$ cat config.mk
export PLATFORM = sky130hd
export DESIGN_NAME = mem_access_unit
export DESIGN_NICKNAME = d
export VERILOG_FILES = /design/src/rtl/mem_pkg.sv /design/src/rtl/mem_lane_align.sv /design/src/rtl/mem_access_unit.sv
export SDC_FILE = /design/constraint.sdc
export NUM_CORES = 1
export LEC_CHECK = 0
export ABC_AREA = 1
export CAP_MARGIN = 10
export CORE_MARGIN = 2
export CORE_UTILIZATION = 46
export CTS_BUF_LIST = sky130_fd_sc_hd__clkbuf_2 sky130_fd_sc_hd__clkbuf_4 sky130_fd_sc_hd__clkbuf_8
export DETAILED_ROUTE_END_ITERATION = 10
export PLACE_DENSITY_LB_ADDON = 0.12
export SYNTH_ARGS = -nofsm -noshare
export SYNTH_HDL_FRONTEND = slang
export SYNTH_HIERARCHICAL = 1
export SYNTH_SLANG_ARGS = --single-unit
$ cat constraint.sdc
create_clock -name clk -period 1.75 [get_ports clk]
set_input_delay 0.4375 -clock clk [delete_from_list [all_inputs] [get_ports clk]]
set_output_delay 0.4375 -clock clk [all_outputs]
set_load 0.05 [all_outputs]
$ cat src/rtl/mem_pkg.sv
// Shared encodings for the memory access unit: access sizes, FSM states,
// byte-enable patterns and the alignment rule.
package mem_pkg;

    typedef enum logic [1:0] {
        SZ_BYTE = 2'b00,
        SZ_HALF = 2'b01,
        SZ_WORD = 2'b10,
        SZ_BAD  = 2'b11
    } mem_size_e;

    typedef enum logic [1:0] {
        ST_IDLE   = 2'b00,
        ST_ACCESS = 2'b01,
        ST_RESP   = 2'b10
    } state_e;

    localparam logic [3:0] BE_NONE = 4'b0000;
    localparam logic [3:0] BE_B0   = 4'b0001;
    localparam logic [3:0] BE_LO   = 4'b0011;
    localparam logic [3:0] BE_HI   = 4'b1100;
    localparam logic [3:0] BE_ALL  = 4'b1111;

    // The size code 11 is never legal, regardless of address.
    function automatic logic is_misaligned(input logic [1:0] size, input logic [1:0] lo);
        logic bad;
        bad = 1'b1;
        case (size)
            SZ_BYTE: bad = 1'b0;
            SZ_HALF: bad = lo[0];
            SZ_WORD: bad = (lo != 2'b00);
            default: bad = 1'b1;
        endcase
        return bad;
    endfunction

endpackage

$ cat src/rtl/mem_lane_align.sv
// Byte-lane steering: replicates store data and builds byte enables, and
// picks/extends the addressed lane out of a bus read word.
module mem_lane_align
    import mem_pkg::*;
(
    input  logic [1:0]  st_size,
    input  logic [1:0]  st_lo,
    input  logic [31:0] st_data,
    output logic [31:0] st_wdata,
    output logic [3:0]  st_be,
    input  logic [1:0]  ld_size,
    input  logic [1:0]  ld_lo,
    input  logic        ld_signed,
    input  logic [31:0] ld_rdata,
    output logic [31:0] ld_data
);

    logic [7:0]  b_sel;
    logic [15:0] h_sel;

    always_comb begin
        st_wdata = 32'h0;
        st_be    = BE_NONE;
        case (st_size)
            SZ_BYTE: begin
                st_wdata = {4{st_data[7:0]}};
                st_be    = BE_B0 << st_lo;
            end
            SZ_HALF: begin
                st_wdata = {2{st_data[15:0]}};
                st_be    = st_lo[1] ? BE_HI : BE_LO;
            end
            SZ_WORD: begin
                st_wdata = st_data;
                st_be    = BE_ALL;
            end
            default: begin
                st_wdata = 32'h0;
                st_be    = BE_NONE;
            end
        endcase
    end

    // Little-endian: lane i lives in bits [8i+7:8i].
    always_comb begin
        b_sel   = ld_rdata[{ld_lo, 3'b000} +: 8];
        h_sel   = ld_lo[1] ? ld_rdata[31:16] : ld_rdata[15:0];
        ld_data = 32'h0;
        case (ld_size)
            SZ_BYTE: ld_data = {{24{ld_signed & b_sel[7]}}, b_sel};
            SZ_HALF: ld_data = {{16{ld_signed & h_sel[15]}}, h_sel};
            SZ_WORD: ld_data = ld_rdata;
            default: ld_data = 32'h0;
        endcase
    end

endmodule

$ cat src/rtl/mem_access_unit.sv
// Memory stage: runs one sized load/store over a req/ack bus per accepted
// request, with misalignment rejection and a bus timeout.
//
//  state     | meaning
//  ----------+-----------------------------------------------------------
//  ST_IDLE   | ready for a request; req_ready high
//  ST_ACCESS | bus cycle in flight; mem_req high, timeout counter running
//  ST_RESP   | one-cycle resp_valid with ReadData and error flags
module mem_access_unit
    import mem_pkg::*;
#(
    parameter int unsigned TIMEOUT = 255
) (
    input  logic        clk,
    input  logic        rst,
    input  logic        req_valid,
    output logic        req_ready,
    input  logic [31:0] ALUResult,
    input  logic [31:0] WriteData,
    input  logic        MemWrite,
    input  logic [1:0]  MemSize,
    input  logic        MemSigned,
    output logic        mem_req,
    output logic        mem_we,
    output logic [31:0] mem_addr,
    output logic [31:0] mem_wdata,
    output logic [3:0]  mem_be,
    input  logic        mem_ack,
    input  logic [31:0] mem_rdata,
    output logic        resp_valid,
    output logic [31:0] ReadData,
    output logic        misalign,
    output logic        timeout
);

    state_e      state_q, state_d;
    logic [31:0] addr_q;
    logic [1:0]  lo_q;
    logic [1:0]  size_q;
    logic        we_q;
    logic        sgn_q;
    logic [31:0] wdata_q;
    logic [3:0]  be_q;
    logic [7:0]  cnt_q;
    logic [31:0] rdata_q;
    logic        mis_q;
    logic        to_q;

    logic [31:0] st_wdata;
    logic [3:0]  st_be;
    logic [31:0] ld_data;
    logic        accept;
    logic        bad;
    logic        acked;
    logic        expired;

    mem_lane_align u_align (
        .st_size   (MemSize),
        .st_lo     (ALUResult[1:0]),
        .st_data   (WriteData),
        .st_wdata  (st_wdata),
        .st_be     (st_be),
        .ld_size   (size_q),
        .ld_lo     (lo_q),
        .ld_signed (sgn_q),
        .ld_rdata  (mem_rdata),
        .ld_data   (ld_data)
    );

    assign accept  = (state_q == ST_IDLE) && req_valid;
    assign bad     = is_misaligned(MemSize, ALUResult[1:0]);
    assign acked   = (state_q == ST_ACCESS) && mem_ack;
    // Counter is loaded with TIMEOUT-1, so reaching zero marks the last allowed cycle.
    assign expired = (state_q == ST_ACCESS) && !mem_ack && (cnt_q == 8'd0);

    always_comb begin
        state_d = state_q;
        case (state_q)
            ST_IDLE:   if (accept) state_d = bad ? ST_RESP : ST_ACCESS;
            ST_ACCESS: if (acked || expired) state_d = ST_RESP;
            ST_RESP:   state_d = ST_IDLE;
            default:   state_d = ST_IDLE;
        endcase
    end

    always_ff @(posedge clk) begin
        if (rst) begin
            state_q <= ST_IDLE;
            addr_q  <= 32'h0;
            lo_q    <= 2'b00;
            size_q  <= 2'b00;
            we_q    <= 1'b0;
            sgn_q   <= 1'b0;
            wdata_q <= 32'h0;
            be_q    <= BE_NONE;
            cnt_q   <= 8'd0;
            rdata_q <= 32'h0;
            mis_q   <= 1'b0;
            to_q    <= 1'b0;
        end else begin
            state_q <= state_d;
            if (accept) begin
                addr_q  <= {ALUResult[31:2], 2'b00};
                lo_q    <= ALUResult[1:0];
                size_q  <= MemSize;
                we_q    <= MemWrite;
                sgn_q   <= MemSigned;
                wdata_q <= st_wdata;
                be_q    <= st_be;
                cnt_q   <= 8'(TIMEOUT - 1);
                mis_q   <= bad;
                to_q    <= 1'b0;
                if (bad) rdata_q <= 32'h0;
            end else if (acked) begin
                rdata_q <= we_q ? 32'h0 : ld_data;
            end else if (expired) begin
                rdata_q <= 32'h0;
                to_q    <= 1'b1;
            end else if (state_q == ST_ACCESS) begin
                cnt_q <= cnt_q - 8'd1;
            end
        end
    end

    assign req_ready  = (state_q == ST_IDLE);
    assign mem_req    = (state_q == ST_ACCESS);
    assign mem_we     = (state_q == ST_ACCESS) && we_q;
    assign mem_addr   = addr_q;
    assign mem_wdata  = wdata_q;
    assign mem_be     = be_q;
    assign resp_valid = (state_q == ST_RESP);
    assign ReadData   = rdata_q;
    assign misalign   = (state_q == ST_RESP) && mis_q;
    assign timeout    = (state_q == ST_RESP) && to_q;

endmodule

## After elaboration in Yosys (flattened, before gate mapping)

Index checks and enable logic that the tools add are counted.

- Add/subtract/negate cells: 1
- Multipliers: 0
- Divide/modulo/power cells: 0
- $lt $le $gt $ge: 0
- Eq/ne operators: 11
- Shift-type cells: 2
- Mux-type cells: 19
- Bitwise logic cells: 4
- Reduce and logical (&&, ||, !) cells: 22

Operators by type and width:

| cell | number |
|---|---|
| one-hot mux 32 bit (3 select lines) | 2 |
| two-way mux 32 bit | 5 |
| two-way mux 8 bit | 4 |
| variable part select 32 x 6 -> 8 bit | 1 |
| two-way mux 16 bit | 1 |
| one-hot mux 4 bit (3 select lines) | 1 |
| logical NOT 8 bit | 1 |
| subtractor 8 x 1 -> 8 bit, second input constant | 1 |
| logical AND 1 bit | 7 |
| == test 2 x 1 -> 1 bit, second input constant | 3 |
| == test 2 bit, second input constant | 3 |
| logical NOT 2 bit | 3 |
| two-way mux 2 bit | 3 |
| inequality test 2 x 1 -> 1 bit, second input constant | 3 |
| AND reduction 2 bit | 3 |
| AND reduction 3 bit | 2 |
| two-way mux 4 bit | 1 |
| inequality test 2 bit, second input constant | 2 |
| one-hot mux 2 bit (2 select lines) | 1 |
| nonzero test 2 bit | 2 |
| left shift 1 x 2 -> 4 bit, first input constant | 1 |
| one-hot mux 1 bit (3 select lines) | 1 |
| nonzero test 3 bit | 1 |
| bitwise AND 1 bit | 2 |
| other kinds (4) | 5 |

- Flip-flop bits (word level): 116
- Bits in latches: 0
- RAM bits: 0
- ROM bits: 0
- Input port bits: 104
- Output and inout port bits: 106
- Word-level logic and storage cells: 72
- Memories kept: 0

## Longest topological paths before layout

- Depth after elaboration: 6
- Depth in mapped cells: 11

## Hierarchy

Netlist, hierarchy kept.

By module, submodules not included:

| module | times used | cells an instance | area each (um2) |
|---|---|---|---|
| mem_access_unit | 1 | 576 | 4,448.0 |
| mem_lane_align | 1 | 301 | 1,280.0 |

## Least setup slack after synthesis

Ideal clock, no wire load.

- Path kind: register to output
- From: register state_q[0]
- To: output port misalign
- Arrival time: 1.462 ns
- Path slack: -0.149 ns
- Stages on the path, launching flop included: 2
- Cells stage by stage: dfxtp_1 > nor3_1

- Longest elaborated chain between the ends: 2

Ends and longest elaborated chain:

| what | RTL line | text |
|---|---|---|
| start: declaration | mem_access_unit.sv:36 | `state_e state_q, state_d;` |
| start signal: assignment | mem_access_unit.sv:101 | `state_q <= state_d;` |
| == test 2 bit | mem_access_unit.sv:133 | `assign misalign = (state_q == ST_RESP) && mis_q;` |
| logical AND 1 bit | mem_access_unit.sv:133 |  |
| end: declaration | mem_access_unit.sv:32 | `output logic misalign,` |

No other way between the ends.

## Final worst setup path

- From: register state_q[1]
- To: output port misalign

The elaborated chain is that of the path after synthesis.

==> impl_metrics.toml <==
[setup_path]
slowest_stage = "dfxtp_1"
regToRegStartpoint = "lo_q[1]$_SDFFE_PP0P_"
worst-setup-path-type = "reg2out"
ff2ff_setup_slack_ps = 210
endpoint_kind = "output port"
crit_chain = "inv_2 -> nor3_2 -> buf_12"
crit_fanout = 4
cp.arrival_ps = 1290
rr_worst_depth = 9
cp-start-kind = "register"
r2r-end = "ReadData[15]$_SDFFE_PP0P_"
crit_path_max_incr_delay_ps = 370
worstPathRequired_ps = 1310

[logic_synthesis]
yosysMostFrequentCell = "nand2_1"
synth_area_leaders = "dfxtp_1 41%, nand2_1 16%, nor2_1 12%, o21ai_0 8.2%, inv_1 4.0%"
synthFlopType = "dfxtp_1"
synth_top_area_cell = "dfxtp_1"
synth.distinct_cells = 32
synth_common_cells = "245 x nand2_1, 177 x nor2_1, 116 x dfxtp_1"
synth_cells = 877
synth.avg_cell_area_sq_um = 6.531
async_flop_share_pct = 0
synth_edf_count = 0
syn-cell-area_sq_um = 5728
ys_ff_latch = 116
ys.warnings.count = 6
yosysSeqAreaShare_pct = 40.54
synth_top_cell_area_share_pct = 40.54

[sta]
min_period_over_period_pct = 98.54
setup-violations-final = 0
maxSlewViolCount = 0
fin_crit_ps = 1724
worst_slack_ps = 25.57
tightest_slew_ps = 557.4
skew_ps = 9.785
maxSlewHeadroom_pct = 62.84
rsz0062_at_grt = "yes"
fmax_mhz = 579.9
hold_violations = 0
final.setup.tns_ps = 0

[global_routing]
gr-total-overflow = 0
grt_max_degree = 51
grt_pass1_vias = 5838
antenna_found_initial = 0
grt_usage_pct = 25.47
grt_pass1_wl_microns = 27010

[finish]
syn_to_final_growth_pct = 46.99
fin_area_sq_um = 8419
drive_gt1_share_pct = 20.45
n_antenna_cell = 0
fin_util_pct = 69.80
layout.cells.non_filler = 1278
nets = 1203
fillers = 1081

[clock_network]
cts_setup_buffers = 0
numCtsBuffers = 17
clk_pin_slew_worst_paths_ps = 70
cts_tree = "built"
clock_path_buffers = 2
root_buffer = "clkbuf_8"
worstSkewPairLatency_ps = 430
cts.htree.levels = 4
cts.sinks = 116

[route]
via_per_inst = 4.931
drc = 0
vias = 6302
drt-total-wl_microns = 17020
drtPass1Iterations = 5
post_drt_wl_per_cell_microns = 13.32
drtIter0Drc = 626
postRouteAntennaNets = 0

[die]
die_h_microns = 115.6
fp.dieArea_sq_um = 13360
num_rows = 40
io_pins = 210
initial_core_util_pct = 47.49
die_w_microns = 115.6
core-area_sq_um = 12060

[placement]
gp_congestion = 0.9169
placed_cells = 1246
placedInstanceArea_sq_um = 7940
preCtsSetupSlack_ps = -375.3
dp_hpwl_microns = 12280
portBuffers = 207

[outcome]
outcome = "finished, final reports clean"

[power]
power_density_nw_per_um2 = 946.9
p_leak_nw = 3.970
vdd_ir_drop_max_mv = 0.6360

[flow_run]
maxCapViolations = 0

[hold_path]
worstHoldPathType = "reg2reg"
min_path_cells = 2
hold_start = "ReadData[30]$_SDFFE_PP0P_"
hold_end = "ReadData[30]$_SDFFE_PP0P_"
how the worst max path moves through the flow:
stage | startpoint | to | slack, ps
after floorplan | state_q[0]$_SDFFE_PP0P_ | misalign | -150
after global placement | MemSize[0] | mem_wdata[26]$_SDFFE_PP0P_ | -350
after detailed placement | MemSize[0] | ReadData[9]$_SDFFE_PP0P_ | -380
after CTS | state_q[1]$_SDFFE_PP0P_ | timeout | 9
after global routing | state_q[1]$_SDFFE_PP0P_ | misalign | -40
final | state_q[1]$_SDFFE_PP0P_ | misalign | 30
report_power, final:
part           internal (W)  switching [W]
clock network       0.00171        0.00108
logic              0.000820        0.00140
registers           0.00284       0.000131
total               0.00536        0.00261
cell families (layout without fill, tap and decap cells):
kind of cell               after synthesis  after routing  share of synthesized area, %
adders and majority gates                2              2                        0.4368
xor gates and xnor gates                 1              1                        0.1529
DFF                                    116            116                         40.54
AOI/OAI and AO/OA                      147            147                         13.70
and+or+nand+nor                        496            496                         35.78
other                                    1              2                       0.06547
buffers and inverters                  114            346                         9.327
through the flow:
step	hold slack (ps)	power [W]
after floorplan	435.2	0.004411
after global placement	448.6	0.005207
after detailed placement	452.6	0.005225
after CTS	461.4	0.008002
after global routing	478.9	0.008348
final	458.3	0.007972
final cells by class:
class | instances | area, sq um | area share (%)
clock buffers | 23 | 297.8 | 3.537
inverters | 66 | 252.7 | 3.002
clock inverters | 9 | 150.1 | 1.783
flip-flops and latches | 116 | 2323 | 27.60
multi-input cells | 648 | 2903 | 34.48
repair buffers | 248 | 2282 | 27.11
well taps | 168 | 210.2 | 2.497
state kept, by name (all words and copies together) (netlist names):
name / flops
sgn_q: 1
to_q: 1
ReadData: 32
mem_addr: 30
mis_q: 1
state_q: 2
size_q: 2
mem_be: 4
we_q: 1
lo_q: 2
mem_wdata: 32
cnt_q: 8
worst max-delay path: cells and delay by family, from the launching register on:
kind,cells,cell delay (ps)
and+or+nand+nor,1,220
DFF,1,370
buffers and inverters,2,270
metal layers:
metal  up-vias  track usage, %  wire length [microns]
li1       3180               -                      -
met1      2820           29.31                   7025
met2       266           42.81                   8008
met3        36           9.937                   1652
met4         0           9.639                    336
met5         -               0                      0
timing repair:
item,4_1_cts,5_1_grt
endpoints found under the hold margin,0,0
setup endpoints to repair,3,16
hold buffers,0,0
gates resized for setup,4,5
placed cells by master, fill, tap and decap left out, drive strengths merged, types with 2 or more instances in the layout:
cell type / count
conb: 2
a21oi: 48
clkinv: 3
clkinvlp: 2
buf: 145
clkbuf: 23
clkdlybuf4s50: 103
nor3: 4
nand3: 38
ha: 2
o21ai: 94
inv: 66
bufinv: 4
nand2: 264
dfxtp: 116
nor2: 184
nand4: 4
(Power assumes the default switching activity.)
